File: src/rtl/mips_soc_pkg.sv
// Shared definitions for the MIPS32 SOC test-harness blocks: run-monitor
// state encoding, GPR constants and the layout of the fault-cause vector.
package mips_soc_pkg;

  typedef enum logic [1:0] {
    ST_IDLE   = 2'd0,
    ST_RUN    = 2'd1,
    ST_HALTED = 2'd2,
    ST_FAULT  = 2'd3
  } run_state_t;

  // $0 is hard-wired to zero in the core
  localparam logic [4:0] GPR_ZERO = 5'd0;

  // Cause vector is {iOp, iAddr, invpc, error}. The error field starts at
  // ERR_BASE; the three flag positions are offsets above the error field.
  localparam int ERR_BASE = 0;
  localparam int INVPC    = 0;
  localparam int IADDR    = 1;
  localparam int IOP      = 2;

  // Watch slots 0..3 = $t0..$t3
  localparam logic [19:0] DEFAULT_WATCH_LIST = {5'd11, 5'd10, 5'd9, 5'd8};

endpackage

File: src/rtl/mips_watch_slot.sv
// One shadow slot: mirrors a single GPR from the register-file write port.
// A slot watching $0 reads constant 0 with valid set and ignores writes.
module mips_watch_slot
  import mips_soc_pkg::*;
#(
  parameter int         DATA_W = 32,
  parameter logic [4:0] IDX    = 5'd8
) (
  input  logic              CLK,
  input  logic              reset,
  input  logic              i_freeze,
  input  logic              i_we,
  input  logic [4:0]        i_waddr,
  input  logic [DATA_W-1:0] i_wdata,
  output logic [DATA_W-1:0] o_val,
  output logic              o_valid
);

  generate
    if (IDX == GPR_ZERO) begin : g_zero
      logic w_unused;
      assign w_unused = ^{reset, i_freeze, i_we, i_waddr, i_wdata};
      assign o_val    = '0;
      assign o_valid  = 1'b1;
    end else begin : g_reg
      logic [DATA_W-1:0] r_val;
      logic              r_valid;
      logic              w_hit;

      assign w_hit = !i_freeze && i_we && (i_waddr == IDX);

      // Capture matching writes while the monitor is running
      always_ff @(posedge CLK) begin
        if (reset) begin
          r_val   <= '0;
          r_valid <= 1'b0;
        end else if (w_hit) begin
          r_val   <= i_wdata;
          r_valid <= 1'b1;
        end
      end

      assign o_val   = r_val;
      assign o_valid = r_valid;
    end
  endgenerate

endmodule

File: src/rtl/mips_run_monitor.sv
// Run monitor for MIPS32 instruction tests: shadows watched GPRs, detects
// a PC parked on a jump-to-self, and latches the first fault with its PC.
// Optional cycle counter: define MIPS_RUN_MONITOR_CYCLES_EN.
module mips_run_monitor
  import mips_soc_pkg::*;
#(
  parameter int                     NUM_WATCH   = 4,
  parameter int                     DATA_W      = 32,
  parameter int                     ERR_W       = 11,
  parameter int                     HALT_CYCLES = 4,
  parameter int                     CNT_W       = 32,
  parameter logic [NUM_WATCH*5-1:0] WATCH_LIST  = DEFAULT_WATCH_LIST
) (
  input  logic                        CLK,
  input  logic                        reset,
  input  logic [31:0]                 pc,
  input  logic                        rf_we,
  input  logic [4:0]                  rf_waddr,
  input  logic [DATA_W-1:0]           rf_wdata,
  input  logic                        invpc,
  input  logic                        iAddr,
  input  logic                        iOp,
  input  logic [ERR_W-1:0]            error,
  output logic [NUM_WATCH*DATA_W-1:0] w_val,
  output logic [NUM_WATCH-1:0]        w_valid,
  output logic [1:0]                  state,
  output logic                        halt,
  output logic                        fault,
  output logic [31:0]                 fault_pc,
  output logic [ERR_W+2:0]            fault_cause
`ifdef MIPS_RUN_MONITOR_CYCLES_EN
  ,
  output logic [CNT_W-1:0]            cycles
`endif
);

  localparam int CAUSE_W = ERR_W + 3;
  localparam int STALL_W = (HALT_CYCLES > 1) ? $clog2(HALT_CYCLES) : 1;
  localparam logic [STALL_W-1:0] STALL_LAST = STALL_W'(HALT_CYCLES - 1);

  run_state_t         r_state, w_state_next;
  logic [31:0]        r_prev_pc;
  logic               r_first;
  logic [STALL_W-1:0] r_stall;
  logic [31:0]        r_fault_pc;
  logic [CAUSE_W-1:0] r_fault_cause;

  logic [CAUSE_W-1:0] w_cause;
  logic               w_run;
  logic               w_fault_now;
  logic               w_pc_same;
  logic               w_halt_now;

  always_comb begin
    w_cause                   = '0;
    w_cause[ERR_BASE +: ERR_W] = error;
    w_cause[ERR_W + INVPC]    = invpc;
    w_cause[ERR_W + IADDR]    = iAddr;
    w_cause[ERR_W + IOP]      = iOp;
  end

  assign w_run       = (r_state == ST_RUN);
  assign w_fault_now = w_run && (|w_cause);
  // The first RUN cycle only seeds the previous-PC register
  assign w_pc_same   = !r_first && (pc == r_prev_pc);
  assign w_halt_now  = w_run && w_pc_same && (r_stall == STALL_LAST);

  // State register
  always_ff @(posedge CLK) begin
    if (reset) r_state <= ST_IDLE;
    else       r_state <= w_state_next;
  end

  // Next state: fault beats halt; HALTED and FAULT are absorbing
  always_comb begin
    w_state_next = r_state;
    case (r_state)
      ST_IDLE: w_state_next = ST_RUN;
      ST_RUN: begin
        if (w_fault_now)     w_state_next = ST_FAULT;
        else if (w_halt_now) w_state_next = ST_HALTED;
      end
      default: w_state_next = r_state;
    endcase
  end

  // Previous-PC tracking and stall counter, active only in RUN
  always_ff @(posedge CLK) begin
    if (reset) begin
      r_prev_pc <= '0;
      r_first   <= 1'b1;
      r_stall   <= '0;
    end else if (w_run) begin
      r_prev_pc <= pc;
      r_first   <= 1'b0;
      r_stall   <= w_pc_same ? r_stall + 1'b1 : '0;
    end
  end

  // First-fault capture
  always_ff @(posedge CLK) begin
    if (reset) begin
      r_fault_pc    <= '0;
      r_fault_cause <= '0;
    end else if (w_fault_now) begin
      r_fault_pc    <= pc;
      r_fault_cause <= w_cause;
    end
  end

`ifdef MIPS_RUN_MONITOR_CYCLES_EN
  logic [CNT_W-1:0] r_cycles;

  // Saturating count of RUN cycles
  always_ff @(posedge CLK) begin
    if (reset)                  r_cycles <= '0;
    else if (w_run && !(&r_cycles)) r_cycles <= r_cycles + 1'b1;
  end

  assign cycles = r_cycles;
`endif

  // Shadow slots; a write coinciding with a fault is dropped
  generate
    for (genvar gi = 0; gi < NUM_WATCH; gi++) begin : g_slot
      mips_watch_slot #(
        .DATA_W (DATA_W),
        .IDX    (WATCH_LIST[5*gi +: 5])
      ) u_slot (
        .CLK      (CLK),
        .reset    (reset),
        .i_freeze (!w_run),
        .i_we     (rf_we && !w_fault_now),
        .i_waddr  (rf_waddr),
        .i_wdata  (rf_wdata),
        .o_val    (w_val[DATA_W*gi +: DATA_W]),
        .o_valid  (w_valid[gi])
      );
    end
  endgenerate

  assign state       = r_state;
  assign halt        = (r_state == ST_HALTED);
  assign fault       = (r_state == ST_FAULT);
  assign fault_pc    = r_fault_pc;
  assign fault_cause = r_fault_cause;

endmodule
File: config.mk
export PLATFORM = sky130hd
export DESIGN_NAME = mips_run_monitor
export DESIGN_NICKNAME = d
export VERILOG_FILES = /design/src/rtl/mips_soc_pkg.sv /design/src/rtl/mips_watch_slot.sv /design/src/rtl/mips_run_monitor.sv
export SDC_FILE = /design/constraint.sdc
export NUM_CORES = 1
export LEC_CHECK = 0
export CORE_UTILIZATION = 41
export DETAILED_ROUTE_END_ITERATION = 6
export PLACE_DENSITY_LB_ADDON = 0.2
export SLEW_MARGIN = 10
export SYNTH_ARGS = -nofsm -noshare
export SYNTH_HDL_FRONTEND = slang
export SYNTH_SLANG_ARGS = --single-unit
File: constraint.sdc
create_clock -name CLK -period 2.25 [get_ports CLK]
set_input_delay 0.675 -clock CLK [delete_from_list [all_inputs] [get_ports CLK]]
set_output_delay 0.675 -clock CLK [all_outputs]
set_load 0.1 [all_outputs]
== Word level (Yosys, flattened, before mapping) ==
Cells that the tools add are included.
Cells by class
  reduce and logical (&&, ||, !) cells: 16
  shift operators: 0
  divide/modulo/power cells: 0
  multiply operators: 0
  order comparisons: 0
  multiplexer cells: 4
  bitwise operators: 0
  add/sub/neg operators: 1
  equality and inequality tests: 10
Operators with widths (count)
  $eq 32x32->1: 1
  $eq 5x4->1 const B: 4
  $reduce_or 14->1: 1
  $logic_and 1x1->1: 10
  $eq 2x2->1 const B: 3
  $mux 2: 3
  $pmux 2 s2: 1
  $ne 3x1->1 const B: 1
  $add 2x1->2 const B: 1
  $eq 2x1->1 const B: 1
  $logic_not 1->1: 2
  $logic_not 2->1: 1
  $reduce_and 2->1: 1
  $reduce_bool 2->1: 1
Word-level totals
  bits in read-only memories: 0
  RAM bits: 0
  input bits: 86
  output and inout port bits: 182
  bits in latches: 0
  memories kept: 0
  bits in registers: 215

== Longest topological paths before layout ==
  depth after elaboration: 7
  gate-level depth with buffers: 7
  depth with buffers taken out: 5

== Cells and area by module ==
A second synthesis with hierarchy kept.
Unflattened totals
  cell total of the unflattened synthesis: 989
  area total of the unflattened synthesis: 9609.2 µm²
Modules (own cells, without submodules)
  mips_run_monitor: cells an instance 414, area an instance 3570.9 µm², instances 1
  mips_watch_slot at g_slot[1].u_slot ...: cells an instance 144, area an instance 1508.9 µm², instances 2
  mips_watch_slot at g_slot[3].u_slot: cells an instance 143, area an instance 1512.7 µm², instances 1
  mips_watch_slot at g_slot[0].u_slot: cells an instance 144, area an instance 1507.7 µm², instances 1

== Least setup slack after synthesis ==
No wires, ideal clock.
  path type: reg-to-output
  start point: register r_state[1] (netlist: state[1])
  end point: output halt
  required time: 1.575 ns
  path buffers: 0
  arrival: 2.460 ns
  path slack: -0.885 ns
  cell stages (with the launch flop): 2
  path through: dfxtp_1 > nor2b_1
Between the ends
  cells in the longest elaborated chain, start to end: 1
Ends and longest elaborated chain
  start, declared: RTL line mips_run_monitor.sv:41  | run_state_t r_state, w_state_next;
  start signal, assigned: RTL line mips_run_monitor.sv:71  | else r_state <= w_state_next;
  $eq 2x2->1: RTL line mips_run_monitor.sv:143  | assign halt = (r_state == ST_HALTED);
  end, declared: RTL line mips_run_monitor.sv:27  | output logic halt,
Every way passes these cells.

== Worst setup path in the final report ==
  start point: input rf_we
  end point: register g_slot[1].u_slot.g_reg.r_val[30]
Between the ends
  cells in the longest elaborated chain, start to end: 3
Ends and longest elaborated chain
  start, declared: RTL line mips_run_monitor.sv:17  | input logic rf_we,
  $logic_and 1x1->1: RTL line mips_run_monitor.sv:133  | .i_we (rf_we && !w_fault_now),
  $logic_and 1x1->1 (2 in series): RTL line mips_watch_slot.sv:30  | assign w_hit = !i_freeze && i_we && (i_waddr == IDX);
  end signal, assigned: RTL line mips_watch_slot.sv:38  | r_val <= i_wdata;
  end, declared: RTL line mips_watch_slot.sv:26  | logic [DATA_W-1:0] r_val;
Every way passes these cells.
A chain may end at the register's enable or synchronous reset.

==> metrics.md <==
| Metric | Value |
|---|---|
| Synth Register Bits | 215 |
| Die footprint | 20200 um^2 |
| Worst EP required | 2630 ps |
| Worst Hold Launch | g_slot[3].u_slot.o_valid |
| Worst setup margin | 50.1 ps |
| CP max FO | 18 |
| Initial antenna violation count | 0 |
| Global route overflow | 0 |
| Starting Density | 42.5% |
| Final instance area | 11700 um^2 |
| Multi-input logic area | 3460 um^2 |
| Area share of the largest cell type after synthesis | 53.4% |
| Dpl ws | -551 ps |
| Dpl hpwl | 15.2 mm |
| Worst reg2reg path depth | 6 |
| Largest family of logic cells by synthesized area | simple AND/OR/NAND/NOR gates |
| Vias/cell | 4.78 |
| Post-Syn Area | 8050 um^2 |
| Setup Skew | 13.2 ps |
| Status | finished clean |
| CP startpoint kind | primary input |
| Final hold slack | 453 ps |
| Die Ht | 142 um |
| Largest net degree at the start of global routing | 49 |
| Worst-Margin Slew | 407 ps |
| Headroom to the max-slew limit | 72.9% |
| Period utilization | 97.8% |
| WP data arrival | 2580 ps |
| Routability cong. | 0.791 |
| Die span in x | 142 um |
| Worst Setup End Kind | flip-flop |
| I/O Buffers | 267 |
| Peak VDD IR | 468 uV |
| Maximum capacitance violations | 0 |
| Syn Nets | 942 |
| Hold buffers post-CTS | 0 |
| Clock Tree Root | clkbuf_16 |
| Synth Area in Adders | 0.155% |
| Power per cell area | 769 nW/um^2 |
| Top delay family on crit path | simple AND/OR/NAND/NOR gates |
| Avg WL per Cell | 15.9 um |
| Max Slew Vio Count | 0 |
| Buffers and inverters on the worst path | 3 |
| Clock Latency Late Sink | 500 ps |
| Cells after Synth | 855 |
| Clock sinks | 215 |
| Slowest cell on crit path | clkdlybuf4s50_1 |
| Via count | 6780 |
| Synth warn | 0 |
| CTS Buf Count | 23 |
| Max incr delay on CP | 470 ps |
| Nets | 1231 |
| Complex-gate fraction of the synthesized area | 5.64% |
| Min-Delay Endpoint | g_slot[3].u_slot.o_valid |
| Area Overhead vs Synth | 45.2% |
| First-pass GRT wire length | 35.0 mm |
| Dpl cell area | 10800 um^2 |
| Vias in the first global route | 6681 |
| Post-synthesis simple-gate area fraction | 17.6% |
| Mux contribution to synthesized area | 15.9% |
| CP cell instances | clkdlybuf4s50_1, nor4bb_4, buf_4, and2_1, and4_2, buf_12, mux2i_1, nor2_1 |
| Leakage | 0.00496 uW |
| Tmin final | 2200 ps |
| XOR/XNOR Fraction of Synth Area | 3.26% |
| Fraction of layout cells with a size suffix above 1 | 25.2% |
| Final hold vios | 0 |
| Register-to-register setup slack | 360 ps |
| Core area | 19000 um^2 |
| F_max | 455 MHz |
| Post-Syn Area per Cell | 9.42 um^2 |
| Max Root-Sink Buffers | 3 |
| Hold WC Path Type | reg2reg |
| Post-Route WL | 22.6 mm |
| Diodes inserted | 0 |
| Post-synthesis sequential area ratio | 53.4% |
| Fill cells | 1654 |
| Total power | 8990 uW |
| GRT Overall Usage | 21.7% |
| Synth area leaders | dfxtp_1, mux2i_1, nand2_1 |
| Hold depth | 2 |
| Critical R2R Launch | state[0] |
| Setup CP Type | in2reg |
| Drt first-iter violations | 296 |
| # IOs | 268 |
| FF/Latch Area | 4310 um^2 |
| CTS H-Tree Depth | 1 |
| Final setup viols | 0 |
| Num rows | 50 |
| Worst-path clk slew | 60 ps |
| Post-route ant nets | 0 |
| CTS tree | built |
| Post-route DRC | 0 |
| Synth area leader | dfxtp_1 |
| Crit Reg-Reg Endpoint | g_slot[1].u_slot.o_val[30] |
| Initial DRT Pass Iterations | 4 |
| Distinct cells, synth | 30 |
## worst max path at each step
stage / startpoint / end / depth (start not counted)
2_1_floorplan: iOp / g_slot[0].u_slot.o_val[10] / 6
3_3_place_gp: iOp / g_slot[0].u_slot.o_val[18] / 7
3_5_place_dp: iOp / g_slot[0].u_slot.o_val[18] / 7
4_1_cts: error[6] / g_slot[0].u_slot.o_val[1] / 9
5_1_grt: rf_we / g_slot[1].u_slot.o_val[5] / 8
6_report: rf_we / g_slot[1].u_slot.o_val[30] / 8
## metal layers
metal  vias up  GRT usage, %  part of all wire, %
met2       206          36.5                   47
li1       3385             -                    -
met4         0          5.26                  2.0
met1      3152          27.3                   43
met3        37          6.33                  7.4
met5         -             0                    0
## where the power goes
group	switching (uW)	internal (uW)
registers	61.5	3910
logic	837	396
clock network	1510	2280
## flip-flops by register name, indices dropped and copies added (netlist names)
signal	cells
r_first	1
r_stall	2
fault_pc	32
r_prev_pc	32
g_slot.u_slot.o_valid	4
state	2
fault_cause	14
g_slot.u_slot.o_val	128
## logic make-up after synthesis
| logic type | after synthesis |
|---|---|
| AOI/OAI and AO/OA | 87 |
| xor gates and xnor gates | 30 |
| adders and majority gates | 1 |
| buffers and inverters | 63 |
| DFF | 215 |
| muxes | 128 |
| and+or+nand+nor | 331 |
## metrics by stage
stage	TNS, ps	util [%]	instances
CTS	0	61.6	1417
detailed placement	-80120	57.1	1372
finish	0	61.7	1418
floorplan	0	-	855
global route	-334	61.7	1418
global placement	-78660	57.1	1372
## final cells by class
class,count,area share (%)
repair buffers,321,24.1
clock buffers,27,5.22
well taps,260,2.78
multi-input cells,577,29.6
flip-flops and latches,215,36.8
clock inverters,12,1.24
inverters,6,0.193
## cells in the mapped netlist (all sizes together)
cell type	n
inv	6
a211oi	1
nor3	1
xnor2	25
nand2	160
mux2i	128
a21o	1
buf	19
dfxtp	215
nand3	1
nand4	9
and2	2
nor4	7
xor2	5
nor2	143
ha	1
nor2b	2
o221a	1
nor4bb	1
a21oi	82
nand2b	1
a211o	1
clkbuf	38
o2bb2ai	1
and4	4
## worst register-to-register path, delay by kind of cell (launching register included)
family        cells  cell delay [ps]
simple gates      4              960
flops             1              390
mux               1              220
buf+inv           1              200
## timing repair
item / in CTS / in global routing
endpoints found under the hold margin: 0 / 0
cloned: 2 / 0
buffers inserted: 4 / 2
pin swaps: 7 / 7
gates resized for setup: 10 / 10
setup endpoints to repair: 11 / 116
## cell usage in the layout, fill, tap and decap left out, drive strengths merged
| cell | count |
|---|---|
| a211oi | 1 |
| nor2b | 2 |
| nor4 | 7 |
| inv | 7 |
| o2bb2ai | 1 |
| and4 | 4 |
| dlygate4sd2 | 9 |
| nand3 | 1 |
| dlymetal6s2s | 3 |
| xnor2 | 25 |
| clkinvlp | 1 |
| ha | 1 |
| nand4 | 9 |
| nor4bb | 1 |
| a21o | 1 |
| nand2b | 1 |
| buf | 236 |
| a211o | 1 |
| o221a | 1 |
| nand2 | 160 |
| dfxtp | 215 |
| and2 | 2 |
| nor2 | 143 |
| xor2 | 5 |
| clkinv | 7 |
| mux2i | 128 |
| clkbuf | 27 |
| a21oi | 82 |
| bufinv | 3 |
| clkdlybuf4s50 | 72 |
| nor3 | 1 |
| bufbuf | 1 |
Note: power is estimated with default switching activity, not from simulation.
